===== src/rtl/powlib_pkg.sv =====
// powlib_pkg: shared sizing helpers for the powlib blocks.
package powlib_pkg;

    function automatic int powlib_clog2(input int n);
        int r;
        r = 0;
        for (int i = 1; i < n; i = i * 2) r++;
        return r;
    endfunction

    // Pointer width with one extra wrap bit to tell full from empty.
    function automatic int powlib_pw(input int d);
        return powlib_clog2(d) + 1;
    endfunction

endpackage


===== src/rtl/powlib_sfifo_mem.sv =====
// powlib_sfifo_mem: D x W simple dual-port RAM with a registered read port and no reset.
module powlib_sfifo_mem
    import powlib_pkg::*;
#(
    parameter int W = 8,
    parameter int D = 8
) (
    input  logic                     clk,
    input  logic                     we,
    input  logic [powlib_clog2(D)-1:0] waddr,
    input  logic [W-1:0]             wdata,
    input  logic                     re,
    input  logic [powlib_clog2(D)-1:0] raddr,
    output logic [W-1:0]             rdata
);
    logic [W-1:0] mem_q [D];
    logic [W-1:0] rdata_q;

    // Write-first bypass so a word pushed into an empty queue is readable one edge later.
    always_ff @(posedge clk) begin
        if (we) mem_q[waddr] <= wdata;
        if (re) rdata_q <= (we && waddr == raddr) ? wdata : mem_q[raddr];
    end

    assign rdata = rdata_q;

endmodule


===== src/rtl/powlib_sfifo.sv =====
// powlib_sfifo: FWFT synchronous FIFO with valid/ready on both sides.
// Optional occupancy port cnt is built when POWLIB_SFIFO_CNT_EN is defined.
module powlib_sfifo
    import powlib_pkg::*;
#(
    parameter int           W    = 8,
    parameter int           D    = 8,
    parameter logic [W-1:0] INIT = '0
) (
    input  logic                    clk,
    input  logic                    rst,
    input  logic [W-1:0]            wrdata,
    input  logic                    wrvld,
    output logic                    wrrdy,
    output logic [W-1:0]            rddata,
    output logic                    rdvld,
    input  logic                    rdrdy
`ifdef POWLIB_SFIFO_CNT_EN
    ,
    output logic [powlib_clog2(D):0] cnt
`endif
);
    localparam int PW = powlib_pw(D);
    localparam int AW = PW - 1;

    logic [PW-1:0] wptr_q, wptr_d, rptr_q, rptr_d;
    logic          init_q, init_d;
    logic          full, empty, push, pop, ren;
    logic [AW-1:0] raddr;
    logic [W-1:0]  mem_rdata;
`ifdef POWLIB_SFIFO_CNT_EN
    logic [PW-1:0] cnt_q, cnt_d;
`endif

    // The read-ahead register reloads whenever the head changes: a pop, or a push into an empty queue.
    always_comb begin
        empty  = wptr_q == rptr_q;
        full   = (wptr_q[AW] != rptr_q[AW]) && (wptr_q[AW-1:0] == rptr_q[AW-1:0]);
        wrrdy  = !full && !rst;
        rdvld  = !empty;
        push   = wrvld && wrrdy;
        pop    = rdvld && rdrdy && !rst;
        wptr_d = wptr_q + PW'(push);
        rptr_d = rptr_q + PW'(pop);
        ren    = (pop || empty) && (wptr_d != rptr_d) && !rst;
        raddr  = rptr_d[AW-1:0];
        init_d = init_q && !ren;
        rddata = init_q ? INIT : mem_rdata;
`ifdef POWLIB_SFIFO_CNT_EN
        cnt_d  = cnt_q + PW'(push) - PW'(pop);
`endif
    end

    always_ff @(posedge clk) begin
        if (rst) begin
            wptr_q <= '0;
            rptr_q <= '0;
            init_q <= 1'b1;
        end else begin
            wptr_q <= wptr_d;
            rptr_q <= rptr_d;
            init_q <= init_d;
        end
    end

`ifdef POWLIB_SFIFO_CNT_EN
    always_ff @(posedge clk) begin
        if (rst) cnt_q <= '0;
        else     cnt_q <= cnt_d;
    end

    assign cnt = cnt_q;
`endif

    powlib_sfifo_mem #(.W(W), .D(D)) u_mem (
        .clk   (clk),
        .we    (push),
        .waddr (wptr_q[AW-1:0]),
        .wdata (wrdata),
        .re    (ren),
        .raddr (raddr),
        .rdata (mem_rdata)
    );

endmodule


===== config.mk =====
export PLATFORM = sky130hd
export DESIGN_NAME = powlib_sfifo
export DESIGN_NICKNAME = d
export VERILOG_FILES = /design/src/rtl/powlib_pkg.sv /design/src/rtl/powlib_sfifo_mem.sv /design/src/rtl/powlib_sfifo.sv
export SDC_FILE = /design/constraint.sdc
export NUM_CORES = 1
export LEC_CHECK = 0
export CAP_MARGIN = 0
export CORE_MARGIN = 2
export CORE_UTILIZATION = 45
export DETAILED_ROUTE_END_ITERATION = 16
export GPL_TIMING_DRIVEN = 0
export MAX_ROUTING_LAYER = met4
export PLACE_DENSITY = 0.62
export SLEW_MARGIN = 15
export SYNTH_ARGS = -nofsm -noshare
export SYNTH_HDL_FRONTEND = slang
export SYNTH_SLANG_ARGS = --single-unit

===== constraint.sdc =====
create_clock -name clk -period 8.39 [get_ports clk]
set_input_delay 0.839 -clock clk [delete_from_list [all_inputs] [get_ports clk]]
set_output_delay 0.839 -clock clk [all_outputs]
set_load 0.005 [all_outputs]

==> Yosys cells after proc, flatten, opt, wreduce, memory -nomap -nowiden <==
Memory sizes are Yosys's and may differ from the RTL's. A register that Yosys moved wholly into a read port is not among the register bits.
Index checks and enable logic that the tools add are counted.
{ "classes": {"addsub": 2, "n_eq_ne": 4, "muxes": 3, "reduce_logical": 13} }
{ "ops": {"columns": ["op", "count"], "rows": [
  ["$add A4 B1 Y4", 2],
  ["$logic_and A1 B1 Y1", 8],
  ["$mux W8", 1],
  ["$eq A4 B4 Y1", 1],
  ["$logic_not A1 Y1", 4],
  ["$ne A4 B4 Y1", 1],
  ["$eq A3 B3 Y1", 1],
  ["$mux W1", 2],
  ["$logic_or A1 B1 Y1", 1],
  ["$ne A1 B1 Y1", 1]
]} }
{ "totals": {"ff_bits": 9, "ramBits": 64, "in_bits": 12, "out_inout_bits": 10, "mem_count": 1} }
{ "memory_table": {"columns": ["name", "depth", "word_bits", "rd", "rd_clocked_by_memory_dff", "wr", "line", "text"], "rows": [
  ["u_mem.mem_q", 8, 8, 1, 1, 1, "powlib_sfifo_mem.sv:16", "logic [W-1:0] mem_q [D];"]
]} }

==> Depth between registers and ports, before layout <==
Gate-level depths: netlist of the first run.
{ "depth": {"word_depth": 11, "mapped_depth": 11} }

==> Hierarchy <==
A second synthesis of the first run with hierarchy kept.
{ "unflattened": {"cells_unflattened": 181, "hier_area_um2": 3418.3} }
{ "modules_own_cells": {"columns": ["module", "instances", "cells_per_inst", "area_each_um2", "seq_area_each_um2"], "rows": [
  ["powlib_sfifo_mem", 1, 126, 2881.5, 2162.1],
  ["powlib_sfifo", 1, 55, 536.8, 180.2]
]} }

==> Worst setup path after synthesis of the first run <==
Ideal clock, no wire load.
{ "synth_path": {"path_type": "in2reg", "start": "input port rst", "end": "register u_mem.rdata_q[0] (netlist: u_mem.rdata[0]), read port of u_mem.mem_q, enable pin", "t_arrival_ps": 3204, "required_ps": 8002, "setup_slack_ps": 4798, "cell_stages": 9, "path_cell_list": "clkbuf_1 > nor3b_1 > ha_1 > ha_1 > clkbuf_1 > buf_2 > xor2_1 > nor3_1 > a221oi_1"} }
{ "synth_between": {"elab_cells_between_ends": 10} }
{ "synth_rtl": {"columns": ["item", "line", "text"], "rows": [
  ["start: declaration", "powlib_sfifo.sv:11", "input logic rst,"],
  ["$logic_not A1 Y1", "powlib_sfifo.sv:42", "pop = rdvld && rdrdy && !rst;"],
  ["$logic_and A1 B1 Y1", "powlib_sfifo.sv:42", null],
  ["$add A4 B1 Y4", "powlib_sfifo.sv:44", "rptr_d = rptr_q + PW'(pop);"],
  ["net rptr_d[1]", "powlib_sfifo.sv:26", "logic [PW-1:0] wptr_q, wptr_d, rptr_q, rptr_d;"],
  ["$ne A4 B4 Y1", "powlib_sfifo.sv:45", "ren = (pop || empty) && (wptr_d != rptr_d) && !rst;"],
  ["$logic_and A1 B1 Y1 (2 in a row)", "powlib_sfifo.sv:45", null],
  ["net ren", "powlib_sfifo.sv:28", "logic full, empty, push, pop, ren;"],
  ["end: declaration", "powlib_sfifo_mem.sv:17", "logic [W-1:0] rdata_q;"]
]} }
The timed path passes the listed nets, and every way through them passes these cells.
A chain may end at the register's enable or synchronous reset.

==> Worst setup path in the final report of the first run <==
{ "layout_path": {"start": "input port rst", "end": "register u_mem.rdata_q[3] (netlist: u_mem.rdata[3]), read port of u_mem.mem_q, enable pin"} }
Same word-level chain as after synthesis.

==> flow_metrics.py, run 1 <==
metrics = {
    "finish": {
        "postLayoutCoreUtil": 0.545,
        "multi_input_area_um2": 1020,
        "diodes": 0,
        "final_net_count": 231,
        "syn_to_final_growth_pct": 17.2,
        "drive_gt1_frac": 0.277,
        "regArea_um2": 2340,
        "nFillCells": 601,
    },
    "worst_setup_path": {
        "critPathLaunchType": "input port",
        "cp_data_arrival_time_ns": 4.25,
        "cp.required_ns": 8.45,
        "slowest_stage": "clkbuf_1",
        "crit_chain": "clkdlybuf4s50_1, clkbuf_1, nor3b_1, ha_1, ha_1, clkbuf_1, buf_2, xor2_1, nor3_1, a221oi_2, buf_4",
        "crit_path_end_kind": "flop",
        "cp_slowest_stage_delay_ns": 0.54,
        "critPathKind": "input port to flop",
        "critPathMaxFanout": 10,
        "r2r_cells": 12,
    },
    "die": {
        "die_x_um": 90.8,
        "rows": 31,
        "coreArea_um2": 7290,
        "dieArea_um2": 8240,
        "die_y_um": 90.8,
        "top_level_ports": 22,
        "start_util": 0.465,
    },
    "sta": {
        "finClkSkew_ns": 0.00856,
        "fin_ws_ns": 4.20,
        "rsz0062_at_grt": "false",
        "finalSetupTns_ns": 0,
        "setup_viol": 0,
        "relSlewSlack": 0.353,
        "hold_viol": 0,
        "slew_viol_final": 0,
        "worstMarginPinSlew_ns": 0.967,
        "fmax_mhz": 239,
        "min_period_ns": 4.19,
        "period_share": 0.499,
    },
    "routing": {
        "drc": 0,
        "drt-total-wl_um": 6630,
        "ant_nets": 0,
        "drt-vias-per-instance": 5.44,
        "avgRoutedWirePerCell_um": 20.8,
        "first_pass_iters": 4,
        "vias": 1734,
        "drt_iter0_markers": 127,
    },
    "min_path": {
        "hold_path.class": "flop to flop",
        "hold_depth": 2,
    },
    "global_routing": {
        "grt.met2_usage": 0.279,
        "grt_use_met3": 0.0459,
        "grt_max_degree": 15,
        "track_usage": 0.181,
        "busiest_layer": "met2",
        "met1_usage": 0.228,
        "overflow": 0,
        "antenna_found_initial": 0,
        "grt_first_pass_wirelength_um": 10400,
        "grt_pass1_vias": 1847,
    },
    "logic_synthesis": {
        "synth_xor_area_frac": 0.0432,
        "synth_top_family_by_area": "multiplexers",
        "synth_warnings": 0,
        "ys_seq_area_frac": 0.691,
        "syn_nets": 197,
        "syn_inst": 181,
        "synth_mux_area_frac": 0.159,
        "synth.cell_area_um2": 3390,
        "yosys.area_share.simple": 0.0653,
        "synth-compound-area-share": 0.0129,
        "syn-mean-instance-area_um2": 18.7,
        "ys_seq_elements": 81,
        "synthAdderAreaFrac": 0.0148,
        "yosysUniqueCellTypes": 29,
    },
    "clocking": {
        "clock_latency_ns": 0.35,
        "cts-buffers-inserted": 9,
        "cts_htree_levels": 3,
        "cts_setup_buffers": 0,
        "clockBufferDepth": 2,
        "hold_buffers": 0,
        "cts_tree": "done",
        "cts_sinks": 81,
        "cts_root_buffer": "clkbuf_8",
        "path_clk_slew_ns": 0.08,
        "cts_resized": 0,
    },
    "power": {
        "power_density_nw_per_um2": 215,
        "intPower_w": 0.000665,
        "p_leak_nw": 1.29,
        "power.switching_w": 0.000188,
        "p_sw_frac": 0.220,
        "combPwrFrac": 0.102,
        "seq_power_share": 0.536,
        "pwr-share-clk": 0.363,
        "ir_worst_vdd_mv": 0.119,
    },
    "run_status": {
        "status": "finished, final reports clean",
    },
    "placement": {
        "pre_cts_ws_ns": 3.84,
        "io_buffers": 21,
        "place.gp.congestion": 0.827,
        "hpwl_um": 4290,
    },
    "run": {
        "maxCapViolCount": 0,
    },
}
worst paths after layout:
path / startpoint / endpoint / slack, ns
max reg2reg: wptr_q[0]$_SDFF_PP0_ / u_mem.rdata[3]$_DFFE_PP_ / 4.49
min reg2reg: rptr_q[3]$_SDFF_PP0_ / rptr_q[3]$_SDFF_PP0_ / 0.60
max: rst / u_mem.rdata[3]$_DFFE_PP_ / 4.20
min: rptr_q[3]$_SDFF_PP0_ / rptr_q[3]$_SDFF_PP0_ / 0.60
cell type report:
class / instances / share of cell area
flip-flops and latches: 81 / 0.590
inverters: 1 / 0.000945
well taps: 99 / 0.0312
repair buffers: 23 / 0.0567
clock buffers: 9 / 0.0312
clock inverters: 7 / 0.0233
plain buffers: 7 / 0.0104
multi-input cells: 92 / 0.256
worst max-delay path: cells and delay by family:
kind / cells / cell delay, ns
AOI/OAI and AO/OA: 1 / 0.40
xor gates and xnor gates: 1 / 0.17
adders and majority gates: 2 / 0.48
buffers and inverters: 5 / 2.14
and+or+nand+nor: 2 / 0.19
flip-flops by register name, summed over array words and instances (netlist names):
signal,count
u_mem.mem_q,64
rptr_q,4
wptr_q,4
init_q,1
u_mem.rdata,8
cells in the final DEF, fill, tap and decap left out, types with 3 or more instances in the layout:
master	Yosys	final
edfxtp_1	72	72
clkdlybuf4s50_1	0	21
mux4_2	16	16
mux2_2	16	16
nor2b_1	13	13
nor2_1	9	9
clkbuf_8	0	9
dfxtp_1	9	9
xor2_1	7	7
xnor2_1	6	6
ha_1	4	4
buf_2	3	3
buf_4	1	3
power groups by stage:
stage	Combinational, W	Sequential (W)	Clock, W
after floorplan	0.0000510	0.000464	0
after global placement	0.0000822	0.000466	0
after detailed placement	0.0000876	0.000467	0
after CTS	0.0000878	0.000458	0.000315
after global routing	0.0000944	0.000458	0.000332
final	0.0000868	0.000457	0.000309
cell families (layout without fill, tap and decap cells):
| kind of cell | after synthesis | in the layout |
|---|---|---|
| compound gates | 4 | 4 |
| mux | 32 | 32 |
| simple gates | 37 | 37 |
| flops | 81 | 81 |
| buf+inv | 8 | 47 |
| xor+xnor | 15 | 15 |
| fa+ha+maj | 4 | 4 |
Yosys cell counts:
master | n | area [um^2]
nor2_1 | 9 | 33.8
nand2b_1 | 2 | 12.5
buf_4 | 1 | 7.51
xor2_1 | 7 | 61.3
mux2_2 | 16 | 180
nor3_1 | 3 | 15.0
xor2_2 | 1 | 16.3
nand2_1 | 2 | 7.51
nand3_1 | 2 | 10.0
a41oi_2 | 1 | 16.3
a221oi_1 | 1 | 8.76
mux4_2 | 16 | 360
dfxtp_1 | 9 | 180
nor2b_1 | 13 | 81.3
buf_2 | 3 | 15.0
and3_1 | 1 | 6.26
nand4b_1 | 1 | 8.76
nor3b_1 | 1 | 7.51
inv_1 | 1 | 3.75
edfxtp_1 | 72 | 2160
or2b_1 | 2 | 15.0
ha_1 | 4 | 50.1
xnor2_1 | 6 | 52.6
clkbuf_1 | 2 | 7.51
buf_6 | 1 | 11.3
nor4b_4 | 1 | 23.8
xnor2_2 | 1 | 16.3
a41oi_1 | 1 | 8.76
a311o_1 | 1 | 10.0
per-layer routing:
layer  vias up  share of wire
li1        778              -
met1       891           0.43
met2        52           0.49
met3        13          0.053
met4         0          0.024
met5         -              0
through the flow:
stage          hold slack (ns)  std cells  total power [W]  area [um^2]
2_1_floorplan            0.528        181         0.000515         3390
3_3_place_gp             0.543        301         0.000548         3720
3_5_place_dp             0.576        303         0.000554         3750
4_1_cts                  0.598        319         0.000860         3970
5_1_grt                  0.641        319         0.000885         3970
6_report                 0.596        319         0.000854         3970
Power figures use the tool's default switching activity.
==> run 2, diff against run 1 <==
Settings changed: PLACE_DENSITY 0.62 to 0.65.
Clock period 8.39 ns to 3.7 ns, I/O delays scaled along.
==> run 2 against run 1 <==
Clock skew is 0.0021 ns lower. Setup slack worse by 4.0 ns. Sequential power is 130% higher. Critical path depth is 1 lower. Critical path type is now flop to flop. Highest routed layer unchanged.
==> flow_metrics.py, run 2 (synthesis gave the netlist of run 1 again) <==
metrics = {
    "run_status": {
        "status": "finished, final reports clean",
    },
    "finish": {
        "final_net_count": 232,
        "layout_common_cells": "edfxtp_1 (72), clkdlybuf4s50_1 (21), mux4_2 (16), mux2_2 (16), nor2b_1 (13)",
        "diodes": 0,
        "drive_gt1_frac": 0.290,
        "top_register": "u_mem.mem_q",
        "syn_to_final_growth_pct": 17.0,
        "final_common_cell": "edfxtp_1",
        "stdcell_count": 320,
        "final_cell_area_um2": 3970,
        "largest_register_ffs": 64,
    },
    "sta": {
        "fin_ws_ns": 0.210,
        "rsz0062_at_grt": "false",
        "slew_viol_final": 0,
        "whs_ns": 0.582,
        "hold_viol": 0,
        "fmax_mhz": 287,
        "period_share": 0.943,
        "min_period_ns": 3.49,
        "finClkSkew_ns": 0.00643,
        "finalSetupTns_ns": 0,
        "relSlewSlack": 0.408,
        "worstMarginPinSlew_ns": 0.885,
        "setup_viol": 0,
    },
    "clocking": {
        "cts_sinks": 81,
        "path_clk_slew_ns": 0.07,
        "clock_latency_ns": 0.35,
        "hold_buffers": 0,
        "clockBufferDepth": 2,
        "cts-buffers-inserted": 9,
        "cts_root_buffer": "clkbuf_8",
        "cts_htree_levels": 3,
        "cts_tree": "done",
    },
    "global_routing": {
        "antenna_found_initial": 0,
        "track_usage": 0.164,
        "overflow": 0,
        "grt_first_pass_wirelength_um": 9490,
        "grt_pass1_vias": 1743,
        "grt_max_degree": 15,
    },
    "worst_setup_path": {
        "critPathLaunchType": "flop",
        "cp_top_family": "multiplexers",
        "crit_path_end_kind": "flop",
        "cp_slowest_stage_delay_ns": 0.51,
        "critPathKind": "flop to flop",
        "crit_buf_inv": 2,
        "cp_data_arrival_time_ns": 3.58,
        "cp.required_ns": 3.79,
        "crit_chain": "buf_2, xnor2_1, nand4b_1, nor3b_1, ha_1, ha_2, buf_2, mux4_2, mux2_2, mux2_2",
        "slowest_stage": "ha_2",
        "critPathMaxFanout": 10,
    },
    "placement": {
        "pre_cts_ws_ns": -0.477,
        "place.gp.congestion": 0.865,
        "hpwl_um": 4050,
        "io_buffers": 21,
        "place_area_um2": 3750,
        "dp.cells": 302,
    },
    "die": {
        "start_util": 0.465,
        "coreArea_um2": 7290,
        "rows": 31,
        "top_level_ports": 22,
        "die_x_um": 90.8,
        "die_y_um": 90.8,
        "dieArea_um2": 8240,
    },
    "routing": {
        "drt-vias-per-instance": 5.27,
        "drc": 0,
        "drt-total-wl_um": 6120,
        "vias": 1686,
        "avgRoutedWirePerCell_um": 19.1,
        "drt_iter0_markers": 105,
        "first_pass_iters": 5,
        "ant_nets": 0,
    },
    "min_path": {
        "hold_path.class": "flop to flop",
    },
    "run": {
        "maxCapViolCount": 0,
    },
    "power": {
        "p_leak_nw": 1.30,
        "ir_worst_vdd_mv": 0.282,
        "power_density_nw_per_um2": 468,
    },
}
-- run 2: cell types whose count changed in the layout (fill, tap and decap cells not counted), sizes merged --
cell / delta
buf: +1
bufinv: -1
clkbuf: +1
clkinv: +2
clkinvlp: -2
-- run 2: cell type report --
type	instances	area (um^2)
Fill cell	597	3330
Sequential cell	81	2340
Multi-Input combinational cell	92	1020
Timing Repair Buffer	25	240
Clock buffer	10	128
Tap cell	99	124
Clock inverter	6	66.3
Buffer	6	40.0
Inverter	1	3.75
-- run 2: timing repair --
action                     CTS  global route
setup buffers                2             1
setup endpoints to repair   16            11
pin swaps                    1             1
gates resized for setup      1             1
-- run 2: path summary, 6_finish.rpt --
path                            slack (ns)                  from  cells past startpoint                  endpoint
worst min register to register        0.58  wptr_q[3]$_SDFF_PP0_                      2      wptr_q[3]$_SDFF_PP0_
worst max-delay path                  0.21  wptr_q[0]$_SDFF_PP0_                     10  u_mem.rdata[3]$_DFFE_PP_
worst max register to register        0.21  wptr_q[0]$_SDFF_PP0_                     10  u_mem.rdata[3]$_DFFE_PP_
worst min-delay path                  0.58  wptr_q[3]$_SDFF_PP0_                      2      wptr_q[3]$_SDFF_PP0_
-- run 2: tightest hold or removal path, delay by kind of cell, from the launching register on --
kind             cells  cell delay, ns
flip-flops           1            0.36
AND/OR/NAND/NOR      1            0.08
XOR/XNOR             1            0.11
-- run 2: through the flow --
step           power, W  utilization
3_3_place_gp    0.00124        0.511
5_1_grt         0.00192        0.544
2_1_floorplan   0.00117            -
4_1_cts         0.00187        0.542
6_report        0.00186        0.544
3_5_place_dp    0.00126        0.514
-- run 2: metal layers --
| metal | GRT usage | vias to the layer above | routed length (um) |
|---|---|---|---|
| li1 | - | 781 | - |
| met1 | 0.200 | 858 | 2630 |
| met2 | 0.264 | 38 | 3120 |
| met3 | 0.0426 | 9 | 259 |
| met4 | 0.0619 | 0 | 103 |
| met5 | - | - | 0 |
-- run 2: power by group --
part | internal, W | leakage [nW] | switching [W] | total (W)
clock | 0.000314 | 0.101 | 0.000305 | 0.000619
combinational | 0.000112 | 0.470 | 0.0000890 | 0.000201
sequential | 0.00102 | 0.726 | 0.0000136 | 0.00104
total | 0.00145 | 1.30 | 0.000408 | 0.00186
==> run 3, diff against run 2 <==
--- a/config.mk
+++ b/config.mk
@@ -8,10 +8,9 @@
 export CAP_MARGIN = 0
 export CORE_MARGIN = 2
-export CORE_UTILIZATION = 45
+export CORE_UTILIZATION = 33
 export DETAILED_ROUTE_END_ITERATION = 16
 export GPL_TIMING_DRIVEN = 0
 export MAX_ROUTING_LAYER = met4
-export PLACE_DENSITY = 0.65
-export SLEW_MARGIN = 15
+export PLACE_DENSITY = 0.5
 export SYNTH_ARGS = -nofsm -noshare
 export SYNTH_HDL_FRONTEND = slang
==> constraint.sdc (replaced) <==
create_clock -name clk -period 3.7 [get_ports clk]
set_input_delay 0.74 -clock clk [delete_from_list [all_inputs] [get_ports clk]]
set_output_delay 0.74 -clock clk [all_outputs]
set_load 0.005 [all_outputs]
==> run 3 against run 2 <==
Worst hold slack worse by 0.00094 ns. Via count is 0.18% higher. Cell count is 11% higher. Cell area is 3.1% higher. Die area is 35% higher. Setup slack better by 0.045 ns. Non-clock buffer count is 1 higher. Routed wire length is 14% higher. Total power is 7.0% higher. Sequential power hardly changed.
==> flow_metrics.py, run 3 (synthesis gave the netlist of run 1 again) <==
metrics = {
    "routing": {
        "drt_iter0_markers": 80,
        "drt-vias-per-instance": 4.76,
        "drc": 0,
        "vias": 1689,
        "drt-total-wl_um": 6980,
        "first_pass_iters": 4,
        "avgRoutedWirePerCell_um": 19.6,
        "ant_nets": 0,
    },
    "power": {
        "seq_power_share": 0.523,
        "pwr-share-clk": 0.370,
        "intPower_w": 0.00153,
        "power.switching_w": 0.000460,
        "p_leak_nw": 1.32,
        "power_density_nw_per_um2": 486,
        "combPwrFrac": 0.107,
        "p_sw_frac": 0.231,
        "ir_worst_vdd_mv": 0.266,
    },
    "die": {
        "coreArea_um2": 9860,
        "die_x_um": 105,
        "dieArea_um2": 11100,
        "start_util": 0.344,
        "die_y_um": 105,
        "top_level_ports": 22,
        "rows": 36,
    },
    "sta": {
        "finClkSkew_ns": 0.00830,
        "worstMarginPinSlew_ns": 0.980,
        "slew_viol_final": 0,
        "rsz0062_at_grt": "false",
        "setup_viol": 0,
        "fin_ws_ns": 0.256,
        "hold_viol": 0,
        "fmax_mhz": 290,
        "period_share": 0.931,
        "min_period_ns": 3.44,
        "relSlewSlack": 0.344,
    },
    "run_status": {
        "status": "finished, final reports clean",
    },
    "clocking": {
        "clock_latency_ns": 0.35,
        "hold_buffers": 0,
        "cts_root_buffer": "clkbuf_8",
        "cts_htree_levels": 3,
        "cts_tree": "done",
        "path_clk_slew_ns": 0.09,
        "cts-buffers-inserted": 9,
        "clockBufferDepth": 2,
        "cts_sinks": 81,
    },
    "worst_setup_path": {
        "slowest_stage": "clkdlybuf4s50_1",
        "crit_buf_inv": 4,
        "cp.required_ns": 3.80,
        "critPathKind": "input port to flop",
        "crit_top_cell": "mux2_2",
        "cp_top_family": "buffers and inverters",
        "critical_path.startpoint": "rst",
        "cp_data_arrival_time_ns": 3.55,
        "crit_path_end_kind": "flop",
        "reg2reg_from": "wptr_q[2]$_SDFF_PP0_",
        "crit_chain": "clkdlybuf4s50_1, clkbuf_2, nor3b_1, ha_1, clkbuf_4, buf_4, mux4_2, mux2_2, mux2_2",
        "critPathMaxFanout": 10,
        "cp_slowest_stage_delay_ns": 0.52,
        "critPathLaunchType": "input port",
    },
    "finish": {
        "final_net_count": 233,
        "drive_gt1_frac": 0.302,
        "postLayoutCoreUtil": 0.414,
        "syn_to_final_growth_pct": 20.6,
        "stdcell_count": 355,
        "final_common_cell": "edfxtp_1",
        "nFillCells": 885,
        "regArea_um2": 2340,
        "top_register": "u_mem.mem_q",
        "layout_common_cells": "edfxtp_1 (72), clkdlybuf4s50_1 (21), mux4_2 (16), mux2_2 (16), nor2b_1 (13)",
        "diodes": 0,
        "multi_input_area_um2": 1050,
        "largest_register_ffs": 64,
    },
    "placement": {
        "io_buffers": 21,
        "dp.cells": 337,
        "hpwl_um": 4230,
        "pre_cts_ws_ns": -1.10,
        "place.gp.congestion": 0.687,
    },
    "run": {
        "maxCapViolCount": 0,
    },
    "global_routing": {
        "overflow": 0,
        "track_usage": 0.140,
        "grt_max_degree": 16,
        "antenna_found_initial": 0,
        "grt_first_pass_wirelength_um": 10700,
        "grt_pass1_vias": 1756,
    },
    "min_path": {
        "hold_path.class": "flop to flop",
        "min_from": "wptr_q[3]$_SDFF_PP0_",
    },
}
[run 3: timing repair]
action	4_1_cts	5_1_grt
pin swaps	1	1
buffers inserted	2	1
gates resized for setup	5	2
gates cloned	0	0
setup endpoints to repair	16	12
[run 3: stage by stage]
step	area (um^2)	hold slack (ns)	setup TNS (ns)	power, W
after global routing	4090	0.615	0	0.00206
final	4090	0.581	0	0.00199
after global placement	3770	0.553	-23.15	0.00126
after detailed placement	3800	0.565	-15.14	0.00126
after CTS	4070	0.587	0	0.00200
after floorplan	3390	0.528	0	0.00117
[run 3: worst reg2reg max path, cell delays in order, from the launching register on]
cell	delay, ns
dfxtp_1	0.32
buf_6	0.14
xnor2_2	0.27
nand4b_1	0.28
nor3b_1	0.24
ha_1	0.28
clkbuf_4	0.27
buf_4	0.30
mux4_2	0.52
mux2_2	0.27
mux2_2	0.26
[run 3: layer usage]
| layer | part of all wire | GRT usage | up-vias |
|---|---|---|---|
| met2 | 0.48 | 0.216 | 45 |
| met1 | 0.47 | 0.181 | 858 |
| met5 | 0 | - | - |
| met3 | 0.038 | 0.0451 | 6 |
| li1 | - | - | 780 |
| met4 | 0.0070 | 0.0343 | 0 |
[run 3: power groups by stage]
stage	logic (W)	clock network [W]	registers, W
2_1_floorplan	0.000116	0	0.00105
3_3_place_gp	0.000195	0	0.00106
3_5_place_dp	0.000203	0	0.00106
4_1_cts	0.000211	0.000755	0.00104
5_1_grt	0.000232	0.000788	0.00104
6_report	0.000213	0.000735	0.00104
[run 3: final timing paths]
kind	cells past startpoint	slack, ns	to
hold / removal	2	0.58	wptr_q[3]$_SDFF_PP0_
hold reg to reg	2	0.58	wptr_q[3]$_SDFF_PP0_
setup reg to reg	10	0.30	u_mem.rdata[0]$_DFFE_PP_
setup / recovery	9	0.26	u_mem.rdata[0]$_DFFE_PP_
[run 3: cell type report]
type | count | share of cell area
buffer | 6 | 0.0107
sequential | 81 | 0.573
timing repair buffer | 26 | 0.0625
tap | 133 | 0.0407
clock inverter | 7 | 0.0245
multi-input combinational | 92 | 0.257
inverter | 1 | 0.000919
clock buffer | 9 | 0.0303
